`config.mk`:
```
export PLATFORM = sky130hd
export DESIGN_NAME = merge_ctrl
export DESIGN_NICKNAME = d
export VERILOG_FILES = /design/src/rtl/merge_ctrl.sv
export SDC_FILE = /design/constraint.sdc
export NUM_CORES = 1
export LEC_CHECK = 0
export ABC_AREA = 1
export CAP_MARGIN = 20
export CORE_MARGIN = 3
export CORE_UTILIZATION = 52
export DETAILED_ROUTE_END_ITERATION = 16
export HOLD_SLACK_MARGIN = 0.05
export PLACE_DENSITY = 0.89
export SKIP_LAST_GASP = 1
export SLEW_MARGIN = 40
export SYNTH_ARGS = -nofsm -noshare
export SYNTH_HDL_FRONTEND = slang
export SYNTH_SLANG_ARGS = --single-unit
```
`constraint.sdc`:
```
create_clock -name clk -period 7.6 [get_ports clk]
set_clock_uncertainty 0.1 [all_clocks]
set_input_delay 1.14 -clock clk [delete_from_list [all_inputs] [get_ports clk]]
set_output_delay 1.14 -clock clk [all_outputs]
set_load 0.02 [all_outputs]
```
`src/rtl/merge_ctrl.sv`:
```
// Two-way merge controller: pops the smaller head of FIFO A/B into the output FIFO (ties take A).
// Zero-latency combinational write path; stalls without popping while out_full or a needed FIFO is empty.
module merge_ctrl #(
  parameter int DATA_WIDTH = 32,
  parameter int LEN_WIDTH  = 16
) (
  input  logic                  clk,
  input  logic                  reset,
  input  logic                  start,
  input  logic [LEN_WIDTH-1:0]  run_len,
  input  logic [DATA_WIDTH-1:0] a_data,
  input  logic                  a_empty,
  output logic                  a_rd_en,
  input  logic [DATA_WIDTH-1:0] b_data,
  input  logic                  b_empty,
  output logic                  b_rd_en,
  output logic [DATA_WIDTH-1:0] out_data,
  output logic                  out_wr_en,
  input  logic                  out_full,
  output logic                  busy,
  output logic                  done
);

  typedef enum logic [2:0] {
    S_IDLE,
    S_MERGE,
    S_DRAIN_A,
    S_DRAIN_B,
    S_FINISH
  } state_t;

  state_t               state_q, state_d;
  logic [LEN_WIDTH-1:0] rem_a_q, rem_a_d;
  logic [LEN_WIDTH-1:0] rem_b_q, rem_b_d;
  logic                 done_q, done_d;

  always_ff @(posedge clk or negedge reset) begin
    if (!reset) begin
      state_q <= S_IDLE;
      rem_a_q <= '0;
      rem_b_q <= '0;
      done_q  <= 1'b0;
    end else begin
      state_q <= state_d;
      rem_a_q <= rem_a_d;
      rem_b_q <= rem_b_d;
      done_q  <= done_d;
    end
  end

  // Counters only decrement on an actual pop, and pops are gated on a non-zero count.
  always_comb begin
    state_d = state_q;
    rem_a_d = a_rd_en ? rem_a_q - LEN_WIDTH'(1) : rem_a_q;
    rem_b_d = b_rd_en ? rem_b_q - LEN_WIDTH'(1) : rem_b_q;
    case (state_q)
      S_IDLE: begin
        if (start) begin
          rem_a_d = run_len;
          rem_b_d = run_len;
          state_d = (run_len != '0) ? S_MERGE : S_FINISH;
        end
      end
      S_MERGE: begin
        if (rem_a_d == '0) begin
          state_d = S_DRAIN_B;
        end else if (rem_b_d == '0) begin
          state_d = S_DRAIN_A;
        end
      end
      S_DRAIN_A: begin
        if (rem_a_d == '0) state_d = S_FINISH;
      end
      S_DRAIN_B: begin
        if (rem_b_d == '0) state_d = S_FINISH;
      end
      S_FINISH: state_d = S_IDLE;
      default:  state_d = S_IDLE;
    endcase
    // done is high exactly while the FSM sits in FINISH
    done_d = (state_d == S_FINISH);
  end

  always_comb begin
    a_rd_en = 1'b0;
    b_rd_en = 1'b0;
    case (state_q)
      S_MERGE: begin
        if (!out_full && !a_empty && !b_empty && (rem_a_q != '0) && (rem_b_q != '0)) begin
          if (a_data <= b_data) a_rd_en = 1'b1;
          else                  b_rd_en = 1'b1;
        end
      end
      S_DRAIN_A: a_rd_en = !out_full && !a_empty && (rem_a_q != '0);
      S_DRAIN_B: b_rd_en = !out_full && !b_empty && (rem_b_q != '0);
      default: ;
    endcase
    out_wr_en = a_rd_en | b_rd_en;
    out_data  = a_rd_en ? a_data : (b_rd_en ? b_data : '0);
    busy      = (state_q != S_IDLE);
    done      = done_q;
  end

endmodule
```
==> out/metrics.yaml, run 1 <==
swShare_pct: 47.7
grt_overflow: 0
whs_endpoint: "state_q[0]$_DFF_PN0_"
antenna_found_initial: 0
syn-mean-instance-area_sq_um: 6.20
cts_buffers: 5
ios: 123
htreeDepth: 2
design_power_total_mw: 1.22
ys_warn_count: 0
syn-cell-area_sq_um: 3850
post-dp-hpwl_um: 9170
leakagePower_nw: 2.65
die-area_sq_um: 8480
die_y_um: 92.1
cts_buffer_depth: 2
cp_max_fo: 32
finalCritPeriodShare_pct: 75.5
grt_max_degree: 52
grt_use_total_pct: 26.0
rsz0062_at_grt: "no"
vias_per_cell: 5.26
seq_area_frac_synth_pct: 23.4
drive_gt1_share_pct: 4.09
r2r_end: "state_q[1]$_DFF_PN0_"
fp.dieW_um: 92.1
netlist_instances: 621
slew_viol_final: 0
drtIter0Drc: 293
start_util_pct: 55.2
cts-root-buf: "clkbuf_8"
post_drt_wl_per_cell_um: 13.5
internal_power_mw: 0.636
cts_sinks: 36
path_clk_slew_ps: 60
fin_tns_setup_ps: 0
power_frac_comb_pct: 57.9
gp_congestion: 0.916
clock_latency_ps: 300
yosysUniqueCellTypes: 35
rrSetupSlack_ps: 4340
required_ps: 6360
pwr-share-seq_pct: 30.5
critical_path_class: "input pin to output pin"
min_path_cells: 3
cts_hold_buf: 0
crit_start: "b_data[31]"
reg2reg_depth: 21
outcome: "finished clean"
finalCriticalPeriod_ps: 5740
worstMarginPinSlew_ps: 785
max_freq_ghz: 0.174
fp-row-count: 30
vias: 4363
io_buffers: 122
drc_errors: 0
synth_nets: 741
first_global_vias: 4117
max_cap_violations: 0
fillers: 540
cellPowerDensity_nw_per_um2: 235
synth-seq-cells: 36
dr.pass1.iters: 6
slew_headroom_pct: 47.6
layout.nets: 853
syn_to_final_growth_pct: 34.6
cts_tree: "yes"
endpoint_kind: "output pin"
switchingPower_mw: 0.581
diodes: 0
setup_viol: 0
arrival_ps: 4500
hold_viol_final: 0
drt-total-wl_um: 11200
post_cts_resized: 0
ant_nets: 0
timing.rr.start: "rem_b_q[0]$_DFF_PN0_"
startpoint_type: "input pin"
min_from: "state_q[1]$_DFF_PN0_"
hold_class: "flop to flop"
cts_setup_buffers: 0
grt_pass1_wl_um: 18200
pwr-share-clk_pct: 11.6
ir_worst_vdd_v: 0.000186
core-area_sq_um: 6980
-- cells by family after synthesis --
family                     Yosys count  synth area share (%)
AOI/OAI and AO/OA                   58                  7.92
xor gates and xnor gates            28                  6.37
adders and majority gates           34                  11.0
buffers and inverters               85                  9.35
DFF                                 36                  23.4
and+or+nand+nor                    380                  41.9
-- registers in the layout (all words and copies together) (netlist names) --
signal and count:
rem_b_q 16, rem_a_q 16, done 1, state_q 3
-- power by group through the flow --
| stage | clock network, mW | registers (mW) | logic [mW] |
|---|---|---|---|
| after floorplan | 0 | 0.347 | 0.514 |
| after global placement | 0 | 0.369 | 0.669 |
| after CTS | 0.143 | 0.369 | 0.701 |
| final | 0.142 | 0.371 | 0.704 |
| after global routing | 0.153 | 0.382 | 0.800 |
| after detailed placement | 0 | 0.372 | 0.694 |
-- layer usage --
| layer | vias up | global-route usage [%] | wire length [um] |
|---|---|---|---|
| li1 | 2185 | - | - |
| met5 | - | 0 | 0 |
| met2 | 191 | 47.1 | 5560 |
| met3 | 28 | 3.94 | 840 |
| met1 | 1959 | 31.6 | 4600 |
| met4 | 0 | 7.43 | 241 |
-- area by class of cell --
class / count / area (sq um) / area share [%]
multi-input combinational: 500 / 2590 / 50.0
tap: 96 / 120 / 2.32
timing repair buffer: 123 / 1230 / 23.7
sequential: 36 / 901 / 17.4
inverter: 67 / 251 / 4.85
clock buffer: 8 / 90.1 / 1.74
-- worst max-delay path by stage --
stage	end	cells after the start
floorplan	out_data[23]	14
global placement	out_data[30]	14
detailed placement	out_data[30]	14
CTS	out_data[30]	14
global route	out_data[24]	14
finish	out_data[30]	14
-- Yosys cell counts --
master / count / share of area [%]
inv_1: 62 / 6.0
nor3_1: 11 / 1.4
a21o_1: 1 / 0.19
o21a_1: 2 / 0.39
a21oi_2: 1 / 0.23
nor2_4: 2 / 0.58
buf_2: 3 / 0.39
o21ai_1: 3 / 0.39
inv_2: 3 / 0.29
ha_1: 34 / 11
nand4_1: 4 / 0.65
buf_6: 5 / 1.5
or4_1: 2 / 0.39
nand2_2: 5 / 0.81
o21ai_0: 33 / 4.3
nand2_4: 3 / 0.88
o21ai_2: 1 / 0.23
a21oi_1: 17 / 2.2
nand3b_1: 1 / 0.19
nand3_1: 39 / 5.1
dfrtp_1: 36 / 23
nor4_2: 1 / 0.32
nor4_1: 4 / 0.65
and3_1: 1 / 0.16
xor2_1: 21 / 4.8
nand3_4: 1 / 0.45
nor2_2: 3 / 0.49
nand3b_2: 1 / 0.29
clkbuf_1: 10 / 0.97
xnor2_1: 7 / 1.6
clkinv_1: 2 / 0.19
nor2_1: 55 / 5.4
or2_1: 1 / 0.16
or2_2: 1 / 0.16
nand2_1: 245 / 24
-- critical path, stage by stage --
cell             delay [ps]
clkdlybuf4s50_1         460
inv_1                    60
ha_1                    290
nand2_1                  80
nor2_2                  120
nand2_1                  90
nor4_2                  200
nand2_1                  80
nand2_1                 120
nand3_4                 200
nand2_4                 260
inv_1                   400
o21ai_0                 350
clkdlybuf4s50_1         650
-- metrics by stage --
step           setup WS, ps  utilization [%]  cell area, sq um  hold slack (ps)  cells
6_report               1860             74.3              5180              535    830
5_1_grt                1560             74.3              5180              579    830
2_1_floorplan          3180                -              3850              445    621
4_1_cts                1840             74.3              5180              533    830
3_5_place_dp           1850             73.0              5090              529    822
3_3_place_gp           1970             72.9              5090              496    822
-- cell usage in the layout, fill, tap and decap left out, types with 3 or more instances in the layout --
master / Yosys / layout
o21ai_0: 33 / 33
a21oi_1: 17 / 17
nor4_1: 4 / 4
nand2_4: 3 / 3
nand4_1: 4 / 4
clkdlybuf4s50_1: 0 / 122
nand2_1: 245 / 244
ha_1: 34 / 34
nor2_1: 55 / 55
nand2_2: 5 / 6
nor3_1: 11 / 11
xnor2_1: 7 / 7
o21ai_1: 3 / 3
nand3_1: 39 / 39
dfrtp_1: 36 / 36
clkbuf_8: 0 / 6
inv_1: 62 / 62
inv_2: 3 / 3
xor2_1: 21 / 21
nor2_2: 3 / 3
No activity file was read; power rests on OpenSTA's default activity.
==> run 2: changes to the inputs <==
--- a/config.mk
+++ b/config.mk
@@ -8,10 +8,10 @@
 export ABC_AREA = 1
 export CAP_MARGIN = 20
 export CORE_MARGIN = 3
-export CORE_UTILIZATION = 52
+export CORE_UTILIZATION = 43
 export DETAILED_ROUTE_END_ITERATION = 16
 export HOLD_SLACK_MARGIN = 0.05
-export PLACE_DENSITY = 0.89
+export PLACE_DENSITY = 0.79
 export SKIP_LAST_GASP = 1
 export SLEW_MARGIN = 40
 export SYNTH_ARGS = -nofsm -noshare
==> constraint.sdc (replaced) <==
create_clock -name clk -period 4.8 [get_ports clk]
set_clock_uncertainty 0.1 [all_clocks]
set_input_delay 0.72 -clock clk [delete_from_list [all_inputs] [get_ports clk]]
set_output_delay 0.72 -clock clk [all_outputs]
set_load 0.02 [all_outputs]
==> run 2 against run 1 <==
Worst hold slack about the same; clock power increased by 61%; sequential share of layout area decreased by 0.25 points; first-iteration DRC count decreased by 44%; routed wire length decreased by 0.51%; global-route usage decreased by 4.2 points; via count decreased by 1.7%; core utilization decreased by 12 points; largest cell class unchanged; highest routed layer unchanged.
==> out/metrics.yaml, run 2 (synthesis gave the netlist of run 1 again) <==
io_buffers: 122  # unchanged
final_cells: 845  # was 830
fp.dieW_um: 101  # was 92.1 um
drive_gt1_share_pct: 4.73  # was 4.09%
final_cell_mix: "nand2_1, clkdlybuf4s50_1, inv_1, nor2_1, nand3_1"  # unchanged
die_y_um: 101  # was 92.1 um
arrival_ps: 3660  # was 4500 ps
fp-row-count: 33  # was 30
slew_viol_final: 0  # unchanged
drt-total-wl_um: 11200  # about the same
cts_buffers: 5  # unchanged
endpoint_kind: "output pin"  # unchanged
design_power_total_mw: 1.91  # was 1.22 mW
max_cap_violations: 0  # unchanged
leakagePower_nw: 2.69  # was 2.65 nW
drtIter0Drc: 164  # was 293
cts_tree: "yes"  # unchanged
syn_to_final_growth_pct: 36.5  # was 34.6%
post_drt_wl_per_cell_um: 13.2  # was 13.5 um
fin_tns_setup_ps: 0  # unchanged
setup_ws_ps: 317  # was 1860 ps
core-area_sq_um: 8460  # was 6980 sq um
diodes: 0  # unchanged
finalCritPeriodShare_pct: 93.4
place_inst: 837  # was 822
cts_sinks: 36  # unchanged
vias_per_cell: 5.08  # was 5.26
die-area_sq_um: 10100  # was 8480 sq um
path_clk_slew_ps: 70  # was 60 ps
worstMarginPinSlew_ps: 686  # was 785 ps
ir_worst_vdd_v: 0.000276  # was 0.000186 V
cts_hold_buf: 0  # unchanged
clock_latency_ps: 290  # was 300 ps
dr.pass1.iters: 5  # was 6
critical_path_class: "input pin to output pin"  # unchanged
cts_buffer_depth: 2  # unchanged
gp_congestion: 0.934  # was 0.916
layout_commonest_cell: "nand2_1"  # unchanged
grt_use_total_pct: 21.8  # was 26.0%
rsz0062_at_grt: "no"  # unchanged
ios: 123  # unchanged
start_util_pct: 45.5  # was 55.2%
rrSetupSlack_ps: 1660  # was 4340 ps
finalCriticalPeriod_ps: 4480
cts-root-buf: "clkbuf_8"  # unchanged
ant_nets: 0  # unchanged
grt_max_degree: 37  # was 52
first_global_vias: 4055  # was 4,117
antenna_found_initial: 0  # unchanged
outcome: "finished clean"  # unchanged
hold_slack_ps: 535  # about the same
hold_viol_final: 0  # unchanged
layout.nets: 859  # was 853
setup_viol: 0  # unchanged
hold_class: "flop to flop"  # unchanged
vias: 4290  # was 4,363
max_freq_ghz: 0.223
slew_headroom_pct: 53.9  # was 47.6%
post-dp-hpwl_um: 9130  # was 9170 um
grt_pass1_wl_um: 18200  # about the same
startpoint_type: "input pin"  # unchanged
htreeDepth: 2  # unchanged
top_regs: "rem_a_q: 16 flops, rem_b_q: 16 flops, state_q: 3 flops"  # unchanged
grt_overflow: 0  # unchanged
required_ps: 3980  # was 6360 ps
dp_slack_ps: 212  # was 1850 ps
cellPowerDensity_nw_per_um2: 364  # was 235 nW/um^2
cp_max_fo: 35  # was 32
drc_errors: 0  # unchanged
==> run 2: changes by cell type in the layout (fill, tap and decap cells not counted) <==
cell and change:
buf_12 +1, nand2_1 +1, nand2_2 -1, nand2_8 +1
buf_4 +5, nand2_4 -1
==> run 2: metrics by stage <==
step | utilization, % | instance area [sq um]
floorplan | - | 3850
global placement | 61.0 | 5160
detailed placement | 61.0 | 5160
CTS | 62.0 | 5250
global route | 62.1 | 5260
finish | 62.1 | 5260
==> run 2: per-layer routing <==
layer / GRT usage [%] / vias to the layer above / routed length [um]
li1: - / 2203 / -
met1: 27.5 / 1921 / 4880
met2: 38.2 / 153 / 5340
met3: 3.53 / 13 / 810
met4: 6.01 / 0 / 161
met5: 0 / - / 0
==> run 2: cell type report <==
type | count | area, sq um
fillers | 774 | 3200
multi-input cells | 500 | 2600
repair buffers | 129 | 1290
flip-flops and latches | 36 | 901
inverters | 67 | 251
well taps | 105 | 131
clock buffers | 8 | 90.1
==> run 2: timing repair <==
action	4_1_cts	5_1_grt
setup endpoints to repair	0	19
gates resized for setup	0	1
buffers inserted	0	0
==> run 2: path summary, 6_finish.rpt <==
path / from / to / cells past startpoint
setup / recovery: b_data[31] / out_data[0] / 14
hold / removal: rem_b_q[15]$_DFF_PN0_ / rem_b_q[15]$_DFF_PN0_ / 4
setup reg to reg: rem_b_q[0]$_DFF_PN0_ / state_q[1]$_DFF_PN0_ / 22
hold reg to reg: rem_b_q[15]$_DFF_PN0_ / rem_b_q[15]$_DFF_PN0_ / 4
max in group asynchronous: reset / rem_b_q[9]$_DFF_PN0_ / 2
min in group asynchronous: reset / rem_a_q[4]$_DFF_PN0_ / 2
==> run 2: power by group <==
part,switching (mW),internal (mW)
sequential,0.146,0.433
clock,0.110,0.117
combinational,0.642,0.465
total,0.898,1.02
==> run 2: critical path: stages <==
cell	delay [ps]
clkdlybuf4s50_1	460
inv_1	50
ha_1	290
nand2_1	80
nor2_2	120
nand2_1	90
nor4_2	220
nand3b_1	190
nand2_1	160
nand2_4	170
nand2_8	230
a21oi_1	90
a21oi_1	130
clkdlybuf4s50_1	610
==> run 3: changes to the inputs <==
--- a/config.mk
+++ b/config.mk
@@ -8,10 +8,11 @@
 export ABC_AREA = 1
 export CAP_MARGIN = 20
 export CORE_MARGIN = 3
-export CORE_UTILIZATION = 43
+export CORE_UTILIZATION = 30
 export DETAILED_ROUTE_END_ITERATION = 16
 export HOLD_SLACK_MARGIN = 0.05
-export PLACE_DENSITY = 0.79
+export PLACE_DENSITY = 0.59
+export SETUP_SLACK_MARGIN = 0.15
 export SKIP_LAST_GASP = 1
 export SLEW_MARGIN = 40
 export SYNTH_ARGS = -nofsm -noshare
==> run 3 against run 2 <==
Fmax grew 3.2%; non-clock buffer count grew 1; global-route usage shrank 5.1 points; sequential power grew 0.7%; final cell count grew 7.6%; sequential cell count is the same.
==> out/metrics.yaml, run 3 (synthesis gave the netlist of run 1 again) <==
cp_max_fo: 27  # was 35
max_freq_ghz: 0.230  # was 0.223 GHz
critical_path_class: "input pin to output pin"  # unchanged
first_global_vias: 4089  # was 4,055
finalCritPeriodShare_pct: 90.5  # was 93.4%
io_buffers: 122  # unchanged
antenna_found_initial: 0  # unchanged
ios: 123  # unchanged
core-area_sq_um: 12300  # was 8460 sq um
dpl-instance-area_sq_um: 5250  # was 5160 sq um
syn_to_final_growth_pct: 41.2  # was 36.5%
cts_hold_buf: 0  # unchanged
setup_viol: 0  # unchanged
cts-root-buf: "clkbuf_16"  # was clkbuf_8
max_cap_violations: 0  # unchanged
grt_max_degree: 52  # was 37
cts_tree: "yes"  # unchanged
rsz0062_at_grt: "no"  # unchanged
gp_congestion: 0.866  # was 0.934
post_drt_wl_per_cell_um: 13.4  # was 13.2 um
arrival_ps: 3520  # was 3660 ps
vias: 4196  # was 4,290
drtIter0Drc: 168  # was 164
leakagePower_nw: 2.75  # was 2.69 nW
final_cells: 909  # was 845
grt_overflow: 0  # unchanged
crit_family: "buffers and inverters"  # was simple AND/OR/NAND/NOR gates
top_regs: "rem_a_q: 16 flops, rem_b_q: 16 flops, state_q: 3 flops"  # unchanged
cellPowerDensity_nw_per_um2: 386  # was 364 nW/um^2
cts_buffer_depth: 2  # unchanged
final_cell_mix: "nand2_1, clkdlybuf4s50_1, inv_1, nor2_1, nand3_1"  # unchanged
worstMarginPinSlew_ps: 492  # was 686 ps
cts_setup_buffers: 0  # unchanged
finalCriticalPeriod_ps: 4340  # was 4480 ps
fin_tns_setup_ps: 0  # unchanged
dr.pass1.iters: 4  # was 5
required_ps: 3980  # about the same
place_inst: 901  # was 837
post_cts_resized: 0  # unchanged
hold_viol_final: 0  # unchanged
ir_worst_vdd_v: 0.000210  # was 0.000276 V
worst_path_max_delay_cell: "clkdlybuf4s50_1"  # unchanged
slew_viol_final: 0  # unchanged
post-dp-hpwl_um: 9680  # was 9130 um
drive_gt1_share_pct: 5.13  # was 4.73%
endpoint_kind: "output pin"  # unchanged
vias_per_cell: 4.62  # was 5.08
critPathBufInv: 5  # was 3
die-area_sq_um: 14200  # was 10,100 sq um
path_clk_slew_ps: 60  # was 70 ps
diodes: 0  # unchanged
hold_class: "flop to flop"  # unchanged
cts_buffers: 5  # unchanged
drt-total-wl_um: 12200  # was 11,200 um
fp.dieW_um: 119  # was 101 um
layout_commonest_cell: "nand2_1"  # unchanged
cts_sinks: 36  # unchanged
grt_use_total_pct: 16.7  # was 21.8%
slew_headroom_pct: 66.9  # was 53.9%
path_cells: "clkdlybuf4s50_1 > inv_1 > ha_1 > nand2_1 > nor3_1 > nand2_1 > nand2_1 > nand2_1 > nand2_1 > nand3_4 > nand2_4 > inv_1 > buf_12 > o21ai_0 > clkdlybuf4s50_1"  # was clkdlybuf4s50_1 > inv_1 > ha_1 > nand2_1 > nor2_2 > nand2_1 > nor4_2 > nand3b_1 > nand2_1 > nand2_4 > nand2_8 > a21oi_1 > a21oi_1 > clkdlybuf4s50_1
htreeDepth: 2  # unchanged
die_y_um: 119  # was 101 um
layout.nets: 860  # was 859
ant_nets: 0  # unchanged
slowest_delay_ps: 650  # was 610 ps
crit_top_cell: "nand2_1"  # unchanged
start_util_pct: 31.4  # was 45.5%
grt_pass1_wl_um: 19800  # was 18,200 um
final_area_sq_um: 5440  # was 5260 sq um
startpoint_type: "input pin"  # unchanged
fillers: 1276  # was 774
drc_errors: 0  # unchanged
outcome: "finished clean"  # unchanged
clock_latency_ps: 280  # was 290 ps
fp-row-count: 40  # was 33
[run 3: metrics by stage]
stage | utilization [%] | hold slack, ps | power (mW) | worst slack (ps)
floorplan | - | 324 | 1.36 | 1220
global placement | 42.8 | 490 | 1.67 | 296
detailed placement | 42.8 | 502 | 1.70 | 247
CTS | 44.3 | 514 | 2.11 | 246
global route | 44.4 | 554 | 2.30 | 156
finish | 44.4 | 512 | 2.10 | 458
[run 3: worst min-delay path: cells and delay by family (launching register included)]
family | cells | cell delay, ps
flip-flops | 1 | 370
AND/OR/NAND/NOR | 3 | 210
[run 3: area by class of cell]
type	instances	area, sq um	area share (%)
multi-input combinational	500	2600	47.8
timing repair buffer	130	1300	23.8
sequential	36	901	16.6
inverter	67	251	4.62
tap	168	210	3.86
clock buffer	7	153	2.81
clock inverter	1	30.0	0.552
[run 3: report_power, final]
group          switching, mW  total (mW)  internal [mW]
clock network          0.130       0.404          0.274
logic                  0.647        1.11          0.466
registers              0.149       0.583          0.434
total                  0.926        2.10           1.17
[run 3: path summary, 6_finish.rpt]
kind / startpoint / slack [ps] / cells after the start / endpoint
worst min register to register: state_q[1]$_DFF_PN0_ / 510 / 3 / state_q[0]$_DFF_PN0_
worst max register to register: rem_b_q[0]$_DFF_PN0_ / 1640 / 23 / state_q[0]$_DFF_PN0_
worst max-delay path: b_data[15] / 460 / 15 / out_data[8]
min in group asynchronous: reset / 760 / 2 / state_q[1]$_DFF_PN0_
worst min-delay path: state_q[1]$_DFF_PN0_ / 510 / 3 / state_q[0]$_DFF_PN0_
max in group asynchronous: reset / 3490 / 2 / rem_a_q[1]$_DFF_PN0_
[run 3: per-layer routing]
| layer | GRT usage (%) | wire, um | vias to the layer above |
|---|---|---|---|
| met5 | 0 | 0 | - |
| li1 | - | - | 2203 |
| met3 | 2.80 | 867 | 6 |
| met2 | 29.5 | 5600 | 153 |
| met4 | 2.00 | 64 | 0 |
| met1 | 22.0 | 5640 | 1834 |
